==> config.mk <==
export PLATFORM = sky130hd
export DESIGN_NAME = byte_serial_adder_ctrl
export DESIGN_NICKNAME = d
export VERILOG_FILES = /design/src/rtl/adder_ctrl_pkg.sv /design/src/rtl/ksa_8bit.sv /design/src/rtl/byte_serial_adder_ctrl.sv
export SDC_FILE = /design/constraint.sdc
export NUM_CORES = 1
export LEC_CHECK = 0
export BUFFER_PORTS_ARGS = -buffer_cell sky130_fd_sc_hd__buf_4
export CORE_ASPECT_RATIO = 1.1
export CORE_MARGIN = 4
export CORE_UTILIZATION = 50
export DETAILED_ROUTE_END_ITERATION = 10
export GPL_ROUTABILITY_DRIVEN = 1
export GPL_TIMING_DRIVEN = 1
export PLACE_DENSITY = 0.74
export SLEW_MARGIN = 20
export SYNTH_ARGS = -nofsm -noshare
export SYNTH_HDL_FRONTEND = slang
export SYNTH_HIERARCHICAL = 1
export SYNTH_SLANG_ARGS = --single-unit
==> constraint.sdc <==
create_clock -name clk -period 8 [get_ports clk]
set_input_delay 1.6 -clock clk [delete_from_list [all_inputs] [get_ports clk]]
set_output_delay 1.6 -clock clk [all_outputs]
set_load 0.01 [all_outputs]
==> src/rtl/adder_ctrl_pkg.sv <==
// Shared definitions for the byte-serial adder controller: FSM encoding and
// datapath byte width.
package adder_ctrl_pkg;

  localparam int BYTE_W = 8;

  typedef enum logic [1:0] {
    ST_IDLE = 2'b00,
    ST_RUN  = 2'b01,
    ST_DONE = 2'b10
  } state_t;

  // Byte index width; at least one bit so NBYTES=1 still has a legal vector.
  function automatic int idx_width(input int nbytes);
    return (nbytes > 1) ? $clog2(nbytes) : 1;
  endfunction

endpackage

==> src/rtl/ksa_8bit.sv <==
// 8-bit Kogge-Stone adder with carry in; the only adder in the serial carry
// path, reused once per byte by the controller.
module ksa_8bit (
  input  logic [7:0] a,
  input  logic [7:0] b,
  input  logic       cin,
  output logic [7:0] s,
  output logic       cout
);

  logic [7:0] p;
  logic [7:0] g0;
  logic [7:0] g1;
  logic [7:0] p1;
  logic [7:0] g2;
  logic [7:4] p2;
  logic [7:0] g3;

  always_comb begin
    p  = a ^ b;
    g0 = a & b;
    // Fold cin into bit 0 so every prefix carries the external carry.
    g0[0] = g0[0] | (p[0] & cin);

    for (int i = 0; i < 1; i++) begin
      g1[i] = g0[i];
      p1[i] = p[i];
    end
    for (int i = 1; i < 8; i++) begin
      g1[i] = g0[i] | (p[i] & g0[i-1]);
      p1[i] = p[i] & p[i-1];
    end

    for (int i = 0; i < 2; i++) g2[i] = g1[i];
    for (int i = 2; i < 8; i++) g2[i] = g1[i] | (p1[i] & g1[i-2]);
    for (int i = 4; i < 8; i++) p2[i] = p1[i] & p1[i-2];

    for (int i = 0; i < 4; i++) g3[i] = g2[i];
    for (int i = 4; i < 8; i++) g3[i] = g2[i] | (p2[i] & g2[i-4]);

    s    = p ^ {g3[6:0], cin};
    cout = g3[7];
  end

endmodule

==> src/rtl/byte_serial_adder_ctrl.sv <==
// Byte-serial add/subtract controller: accepts an operand pair, walks it one
// byte per cycle through a single 8-bit adder, then holds the result for the consumer.
//
// state | meaning
// IDLE  | ready for an operand request; last result still visible
// RUN   | one byte per cycle through the adder, LSB first
// DONE  | result valid, held until out_ready
module byte_serial_adder_ctrl
  import adder_ctrl_pkg::*;
#(
  parameter int NBYTES = 4
) (
  input  logic                     clk,
  input  logic                     rst,
  input  logic                     in_valid,
  output logic                     in_ready,
  input  logic [BYTE_W*NBYTES-1:0] a,
  input  logic [BYTE_W*NBYTES-1:0] b,
  input  logic                     sub,
  output logic                     out_valid,
  input  logic                     out_ready,
  output logic [BYTE_W*NBYTES-1:0] sum,
  output logic                     cout,
  output logic                     ovf,
  output logic                     busy
);

  localparam int W     = BYTE_W * NBYTES;
  localparam int IDX_W = idx_width(NBYTES);
  localparam logic [IDX_W-1:0] LAST_IDX = IDX_W'(NBYTES - 1);

  state_t             state_q;
  state_t             state_d;
  logic [W-1:0]       a_q;
  logic [W-1:0]       b_q;
  logic               carry_q;
  logic [IDX_W-1:0]   idx_q;
  logic [W-1:0]       sum_q;
  logic               cout_q;
  logic               ovf_q;
  logic               accept;
  logic               last_byte;
  logic [BYTE_W-1:0]  a_byte;
  logic [BYTE_W-1:0]  b_byte;
  logic [BYTE_W-1:0]  add_s;
  logic               add_co;

  assign last_byte = (idx_q == LAST_IDX);
  assign a_byte    = a_q[BYTE_W*int'(idx_q) +: BYTE_W];
  assign b_byte    = b_q[BYTE_W*int'(idx_q) +: BYTE_W];

  ksa_8bit u_ksa (
    .a    (a_byte),
    .b    (b_byte),
    .cin  (carry_q),
    .s    (add_s),
    .cout (add_co)
  );

  always_ff @(posedge clk) begin
    if (rst) state_q <= ST_IDLE;
    else     state_q <= state_d;
  end

  always_comb begin
    state_d   = state_q;
    in_ready  = 1'b0;
    out_valid = 1'b0;
    busy      = 1'b0;
    accept    = 1'b0;
    case (state_q)
      ST_IDLE: begin
        in_ready = 1'b1;
        if (in_valid) begin
          accept  = 1'b1;
          state_d = ST_RUN;
        end
      end
      ST_RUN: begin
        busy = 1'b1;
        if (last_byte) state_d = ST_DONE;
      end
      ST_DONE: begin
        busy      = 1'b1;
        out_valid = 1'b1;
        if (out_ready) state_d = ST_IDLE;
      end
      default: state_d = ST_IDLE;
    endcase
  end

  always_ff @(posedge clk) begin
    if (rst) begin
      a_q     <= '0;
      b_q     <= '0;
      carry_q <= 1'b0;
      idx_q   <= '0;
      sum_q   <= '0;
      cout_q  <= 1'b0;
      ovf_q   <= 1'b0;
    end else if (accept) begin
      // Subtraction is A + ~B + 1: invert B here and seed the carry with sub.
      a_q     <= a;
      b_q     <= sub ? ~b : b;
      carry_q <= sub;
      idx_q   <= '0;
    end else if (state_q == ST_RUN) begin
      sum_q[BYTE_W*int'(idx_q) +: BYTE_W] <= add_s;
      carry_q <= add_co;
      if (last_byte) begin
        cout_q <= add_co;
        ovf_q  <= (a_q[W-1] == b_q[W-1]) && (add_s[BYTE_W-1] != a_q[W-1]);
      end else begin
        idx_q <= idx_q + IDX_W'(1);
      end
    end
  end

  assign sum  = sum_q;
  assign cout = cout_q;
  assign ovf  = ovf_q;

endmodule

==> results of run 1 <==
[critical path: cells and delay by family, from the launching register on]
kind            cells  cell delay [ps]
compound gates      4              640
flops               1              890
fa+ha+maj           2              720
xor+xnor            1              260
simple gates        2              210
buf+inv             1               80
mux                 1              460
[power by group]
group	switching (uW)	internal [uW]
combinational	340	246
sequential	53.2	599
clock	168	152
total	561	997
[layer usage]
metal	up-vias	routed length, um	global-route usage, %
met5	-	0	0
li1	1977	-	-
met4	0	224	7.17
met1	1826	4680	26.0
met3	19	591	2.88
met2	109	5770	33.7
[metrics by stage]
step	cells	total power, uW	cell area [sq um]	util, %
after floorplan	519	1090	4880	-
after global placement	701	1230	5620	59.5
after detailed placement	701	1250	5620	59.5
after CTS	716	1570	5820	61.6
after global routing	716	1660	5820	61.6
final	716	1560	5820	61.6
[cells by family (layout without fill, tap and decap cells)]
family | Yosys count | after routing
AO/OA/AOI/OAI | 112 | 112
XOR/XNOR | 39 | 39
adder cells (fa/ha/maj) | 18 | 18
buffers and inverters | 54 | 134
flip-flops | 103 | 103
multiplexers | 20 | 20
AND/OR/NAND/NOR | 173 | 173
[path summary, 6_finish.rpt]
path	startpoint	endpoint	slack [ps]	cells after the start
setup / recovery	idx_q[1]$_SDFFE_PP0P_	sum[30]$_SDFFE_PP0P_	4660	11
hold reg to reg	a_q[4]$_SDFFE_PP0P_	a_q[4]$_SDFFE_PP0P_	460	2
hold / removal	a_q[4]$_SDFFE_PP0P_	a_q[4]$_SDFFE_PP0P_	460	2
setup reg to reg	idx_q[1]$_SDFFE_PP0P_	sum[30]$_SDFFE_PP0P_	4660	11
[layout by cell type (no fill, tap or decap), types with 2 or more instances in the layout]
| cell | instances |
|---|---|
| sky130_fd_sc_hd__mux4_2 | 10 |
| sky130_fd_sc_hd__ha_1 | 16 |
| sky130_fd_sc_hd__mux2i_1 | 4 |
| sky130_fd_sc_hd__mux4_1 | 6 |
| sky130_fd_sc_hd__fa_1 | 2 |
| sky130_fd_sc_hd__clkbuf_8 | 10 |
| sky130_fd_sc_hd__nor2_1 | 57 |
| sky130_fd_sc_hd__nor2b_1 | 3 |
| sky130_fd_sc_hd__a211oi_1 | 34 |
| sky130_fd_sc_hd__or3_1 | 2 |
| sky130_fd_sc_hd__xnor2_1 | 38 |
| sky130_fd_sc_hd__inv_1 | 12 |
| sky130_fd_sc_hd__o21ai_0 | 2 |
| sky130_fd_sc_hd__nand4b_1 | 10 |
| sky130_fd_sc_hd__a32oi_1 | 22 |
| sky130_fd_sc_hd__nand2_1 | 80 |
| sky130_fd_sc_hd__nand2b_1 | 4 |
| sky130_fd_sc_hd__clkinv_2 | 2 |
| sky130_fd_sc_hd__nor3_1 | 3 |
| sky130_fd_sc_hd__a21oi_1 | 46 |
| sky130_fd_sc_hd__buf_4 | 107 |
| sky130_fd_sc_hd__and3b_1 | 3 |
| sky130_fd_sc_hd__dfxtp_1 | 103 |
[layout make-up]
type | instances | area [sq um] | area share (%)
inverters | 12 | 45.0 | 0.774
clock inverters | 5 | 57.6 | 0.989
flip-flops and latches | 103 | 2060 | 35.4
clock buffers | 10 | 138 | 2.37
multi-input cells | 362 | 2570 | 44.1
repair buffers | 107 | 803 | 13.8
well taps | 117 | 146 | 2.52
[flip-flops by register name (all words and copies together) (netlist names)]
register / flops
carry_q: 1
idx_q: 2
sum: 32
cout: 1
a_q: 32
ovf: 1
state_q: 2
b_q: 32
==> PnR_summary.wiki, run 1 <==
{| class="wikitable"
! Metric !! Value
|-
| Power density relative to cell area || 268 nW/um^2
|-
| Max Cap Violations || 0
|-
| Hold/Removal Path Class || reg2reg
|-
| Number of synthesized flops with an enable pin || 0
|-
| Cells traversed along the worst timing path || mux4_2 -> fa_1 -> inv_1 -> fa_1 -> nor2b_4 -> o21ai_2 -> a21oi_2 -> a211oi_2 -> xnor2_1 -> nand4b_1 -> a21oi_1
|-
| Share of post-route cells with drive strength above 1 || 23.4%
|-
| Post-synthesis simple-gate area fraction || 16.4%
|-
| Clock buffer count from CTS || 9
|-
| Count of input and output buffers || roughly 110
|-
| NumNets Final || approximately 680
|-
| Area of the mapped netlist || 4880 sq um
|-
| Area share of fa/ha/maj cells after synthesis || under 10%
|-
| Placer's final routability congestion estimate || 0.827
|-
| Category of the worst setup path launch point || flop
|-
| Placement Setup Slack || approximately 4700 ps
|-
| Commonest register cell after synthesis || sky130_fd_sc_hd__dfxtp_1
|-
| Antenna cell count || 0
|-
| Post-detail-place hpwl || 8.26 mm
|-
| Vert. Die Dim || around 110 um
|-
| Final worst path period need || 3340 ps
|-
| Arrival @ worst endpoint || approximately 3600 ps
|-
| Count of filler cells inserted in the layout || 836
|-
| Number of warning messages in the yosys log || 6
|-
| Compound-cell area share of the yosys netlist || 15.6%
|-
| Share of the synthesized area in the top cell type || 42.3%
|-
| Avg WL per Cell || 15.7 um
|-
| Initial antenna violation count || 0
|-
| Global-route wire length before repair || 18.3 mm
|-
| Post-cts sizing count || 0
|-
| Max Clock Skew || ~12 ps
|-
| Top-level port count || about 110
|-
| Xor and xnor area share after synthesis || 7.00%
|-
| Sequential area share after synthesis || 42.3%
|-
| Synth cell types || 44
|-
| Number of sinks on the clock net || 103
|-
| Average via count per standard cell || 5.49
|-
| Number of register bits inferred by synthesis || 103
|-
| Detailed router's first-iteration violation count || 190
|-
| Final hold vios || 0
|-
| Global-route congestion overflow total || 0
|-
| Run status || finished clean
|-
| RSZ-0062 raised after global routing || no
|-
| Root buffer cell || sky130_fd_sc_hd__clkbuf_8
|-
| Vias in the first global route || 3848
|-
| Kind of end point of the critical path || flop
|-
| Headroom to the max-slew limit || between 20 and 30%
|-
| Highest clock rate || 300 MHz
|-
| Maximum number of pins on one net before global-route repair || 106
|-
| Sum Neg Setup Slack || 0 ps
|-
| Final Setup Violations || 0
|-
| Commonest cells in the synthesized netlist || 103 x sky130_fd_sc_hd__dfxtp_1, 81 x sky130_fd_sc_hd__nand2_1, 57 x sky130_fd_sc_hd__nor2_1, 46 x sky130_fd_sc_hd__a21oi_1, 38 x sky130_fd_sc_hd__xnor2_1
|-
| Required time at the worst-slack endpoint || 8280 ps
|-
| Cell types with the largest area share after synthesis || sky130_fd_sc_hd__dfxtp_1 42%, sky130_fd_sc_hd__xnor2_1 6.8%, sky130_fd_sc_hd__nand2_1 6.2%
|-
| Avg Cell Area, Syn || 9.40 sq um
|-
| Overall routing resource usage || 20.0%
|-
| LEAKAGE || 0.00229 uW
|-
| Effective utilization at floorplan || about 52%
|-
| Mux share of post-synthesis cell area || 8.67%
|-
| Main combinational cell family by area after synthesis || simple AND/OR/NAND/NOR gates
|-
| # DRC || 0
|-
| Post-route worst setup slack || 4660 ps
|-
| Area enclosed by the die boundary || roughly 11000 sq um
|-
| Hold-fix buffers at CTS || 0
|-
| Synth async-reset ratio || 0%
|-
| Number of buffers inserted to repair setup after CTS || 0
|-
| Synthesized instance count || slightly above 500
|-
| Maximum root-to-sink buffer count || 2
|-
| CP peak stage delay || 890 ps
|-
| Slowest-stage cell, CP || sky130_fd_sc_hd__dfxtp_1
|-
| CTS tree || yes
|-
| Tightest Pin Transition || 1060 ps
|-
| Category of the most critical setup path || reg2reg
|-
| Number of nets in the synthesized netlist || 606
|-
| Cell with the most instances after synthesis || sky130_fd_sc_hd__dfxtp_1
|-
| Wire length after detailed routing || 11.3 mm
|-
| Syn-to-layout area delta || 19.3%
|-
| Count of antenna-violating nets left after detailed routing || 0
|-
| H-tree depth reported by CTS || 3
|-
| Core area || 9440 sq um
|-
| Maximum ir drop on the vdd rail || 106 uV
|-
| Width of the chip || 102 um
|-
| Max-slew violations || 0
|-
| First-pass iteration count of the detailed router || 4
|-
| Number of rows in the core area || 37
|-
| Via count || about 4000
|-
| Largest area contributor in the netlist || sky130_fd_sc_hd__dfxtp_1
|-
| CTS clk-pin slew, worst paths || 100 ps
|-
| Worst-Skew Late Latency || 360 ps
|-
| Post-route worst hold slack || 460 ps
|-
| Most numerous cell on the critical path || sky130_fd_sc_hd__fa_1
|-
| Final worst-path cycle share || 41.7%
|-
| Crit path max fanout || 20
|}
(Power assumes the default switching activity.)
==> run 2, diff against run 1 <==
clock period = 3.25 ns   (was 8 ns; I/O delays follow)
==> PnR_summary.wiki, run 2 (synthesized netlist as in run 1, its figures left out) <==
{| class="wikitable"
! Metric !! Value
|-
| Final worst path period need || 3040 ps (-299 ps)
|-
| Max Clock Skew || 11.6 ps (-0.0593 ps)
|-
| Met3 layer wire length in the routed design || 632 um (+6.9%)
|-
| Crit path max fanout || 8 (-60%)
|-
| Core area || 9440 sq um (unchanged)
|-
| Initial antenna violation count || 0 (unchanged)
|-
| RSZ-0062 raised after global routing || no
|-
| NumNets Final || 689 (+1.0%)
|-
| Overall Power || 4020 uW (+160%)
|-
| Startpoint of the lowest-slack hold path || sum[13]$_SDFFE_PP0P_
|-
| Fin area || 5920 sq um (+1.7%)
|-
| Final worst-path cycle share || 93.5% (+52 points)
|-
| Worst-case register-to-register setup slack || 210 ps (-4450 ps)
|-
| Worst-Skew Late Latency || 370 ps (about the same)
|-
| Global-route wire length before repair || 18.8 mm (+3.0%)
|-
| Most common cell after layout, fill and taps aside || sky130_fd_sc_hd__buf_4
|-
| Width of the chip || 102 um (unchanged)
|-
| CTS clk-pin slew, worst paths || 90 ps (about the same)
|-
| Maximum ir drop on the vdd rail || 329 uV (+210%)
|-
| FF-to-FF path depth || 11 (unchanged)
|-
| Post-detail-place hpwl || 8.46 mm (+2.5%)
|-
| WL met2 || 5.98 mm (+3.7%)
|-
| Maximum root-to-sink buffer count || 2 (unchanged)
|-
| Number of sinks on the clock net || 103 (unchanged)
|-
| Wire length after detailed routing || 11.7 mm (+4.0%)
|-
| Power density relative to cell area || 679 nW/um^2 (+150%)
|-
| Root buffer cell || sky130_fd_sc_hd__clkbuf_8
|-
| Run status || finished clean
|-
| Via count || 3969 (+0.97%)
|-
| Detailed router's first-iteration violation count || 186 (-2.1%)
|-
| Clock buffer count from CTS || 9 (unchanged)
|-
| Hold Path Depth || 2 (unchanged)
|-
| H-tree depth reported by CTS || 3 (unchanged)
|-
| Finished Layout Cells || 724 (+1.1%)
|-
| CTS tree || yes
|-
| Post-Route Utilization || 62.6% (+1.0 points)
|-
| Number of rows in the core area || 37 (unchanged)
|-
| First-pass iteration count of the detailed router || 4 (unchanged)
|-
| Area enclosed by the die boundary || 11400 sq um (unchanged)
|-
| Antenna cell count || 0 (unchanged)
|-
| Final hold vios || 0 (unchanged)
|-
| Highest Signal Layer || met4
|-
| Sum Neg Setup Slack || 0 ps (unchanged)
|-
| Category of the worst setup path launch point || flop
|-
| Vert. Die Dim || 112 um (unchanged)
|-
| Syn-to-layout area delta || 21.2%
|-
| Cell Area, Placed || 5690 sq um (+1.2%)
|-
| Count of input and output buffers || 105 (unchanged)
|-
| Avg WL per Cell || 16.2 um (+2.8%)
|-
| # DRC || 0 (unchanged)
|-
| Count of filler cells inserted in the layout || 822 (-1.7%)
|-
| Most used cells in the layout excluding fill and tap cells || 113 x sky130_fd_sc_hd__buf_4, 102 x sky130_fd_sc_hd__dfxtp_1, 80 x sky130_fd_sc_hd__nand2_1
|-
| Top-level port count || 106 (unchanged)
|-
| Share of post-route cells with drive strength above 1 || 24.4% (+1.0 points)
|-
| Category of the most critical setup path || reg2reg
|-
| Placer's final routability congestion estimate || 0.850 (+2.8%)
|-
| Placed Cells || 708 (+1.0%)
|-
| Terminating pin of the worst hold path || sum[13]$_SDFFE_PP0P_
|-
| Count of antenna-violating nets left after detailed routing || 0 (unchanged)
|-
| Destination of the worst register-to-register timing path || sum[30]$_SDFFE_PP0P_
|-
| Hold/Removal Path Class || reg2reg
|-
| Effective utilization at floorplan || 51.7% (unchanged)
|-
| Max Cap Violations || 0 (unchanged)
|-
| Required time at the worst-slack endpoint || 3540 ps (-4740 ps)
|-
| Max-slew violations || 0 (unchanged)
|-
| Vias in the first global route || 3835 (-0.34%)
|-
| Maximum number of pins on one net before global-route repair || 106 (unchanged)
|-
| Number of buffers inserted to repair setup after CTS || 0 (unchanged)
|-
| Routed metal-1 wire length || 4.91 mm (+4.8%)
|-
| Final Setup Violations || 0 (unchanged)
|-
| Headroom to the max-slew limit || 30.4% (+0.76 points)
|-
| Overall routing resource usage || 20.7% (+0.66 points)
|-
| Highest clock rate || 329 MHz (+9.9%)
|-
| Average via count per standard cell || 5.48 (-0.15%)
|-
| LEAKAGE || 0.00234 uW (+2.1%)
|-
| Reg-to-reg critical path startpoint || idx_q[0]$_SDFFE_PP0P_
|-
| Tightest Pin Transition || 1040 ps (-11.4 ps)
|-
| Global-route congestion overflow total || 0 (unchanged)
|-
| Kind of end point of the critical path || flop
|-
| Arrival @ worst endpoint || 3330 ps (-290 ps)
|}
run 2: layout make-up:
class | count | area (sq um) | area share [%]
timing repair buffer | 114 | 868 | 14.7
tap | 117 | 146 | 2.47
clock inverter | 5 | 81.3 | 1.37
multi-input combinational | 362 | 2570 | 43.4
clock buffer | 11 | 141 | 2.39
sequential | 103 | 2070 | 34.9
inverter | 12 | 45.0 | 0.761
run 2: power by group:
part           internal (uW)  switching, uW  total, uW  leakage (uW)
clock                    456            438        893      0.000110
sequential              1480            141       1620      0.000844
combinational            648            856       1500       0.00139
run 2: worst max-delay path, cell delays in order, from the launching register on:
cell and delay [ps]:
sky130_fd_sc_hd__dfxtp_4 430, sky130_fd_sc_hd__mux4_2 570, sky130_fd_sc_hd__fa_1 480, sky130_fd_sc_hd__inv_1 100, sky130_fd_sc_hd__fa_1 250, sky130_fd_sc_hd__nor2b_4 60, sky130_fd_sc_hd__o21ai_2 150, sky130_fd_sc_hd__a21oi_2 90
sky130_fd_sc_hd__a211oi_2 220, sky130_fd_sc_hd__xnor2_1 290, sky130_fd_sc_hd__nand4b_1 180, sky130_fd_sc_hd__a21oi_1 170
run 2: how the worst max path moves through the flow:
stage,to,from,cells after the start
finish,sum[30]$_SDFFE_PP0P_,idx_q[0]$_SDFFE_PP0P_,11
global route,sum[14]$_SDFFE_PP0P_,idx_q[0]$_SDFFE_PP0P_,11
CTS,sum[14]$_SDFFE_PP0P_,idx_q[0]$_SDFFE_PP0P_,11
detailed placement,sum[14]$_SDFFE_PP0P_,idx_q[0]$_SDFFE_PP0P_,11
global placement,sum[30]$_SDFFE_PP0P_,idx_q[0]$_SDFFE_PP0P_,11
floorplan,ovf$_SDFFE_PP0P_,idx_q[0]$_SDFFE_PP0P_,12
run 2: through the flow:
step / hold WS, ps / setup slack [ps]
after floorplan: 432 / 278
after global placement: 441 / 214
after detailed placement: 445 / 45.4
after CTS: 458 / 31.8
after global routing: 485 / 32.9
final: 457 / 212
run 2: layer usage:
metal	global-route usage, %	vias to the layer above
met5	0	-
met4	6.65	0
met3	4.45	16
met2	34.9	106
met1	26.2	1850
li1	-	1997
run 2: repair_timing:
action | CTS | global route
hold buffers | 0 | 0
setup endpoints to repair | 0 | 9
resized for setup | 0 | 2
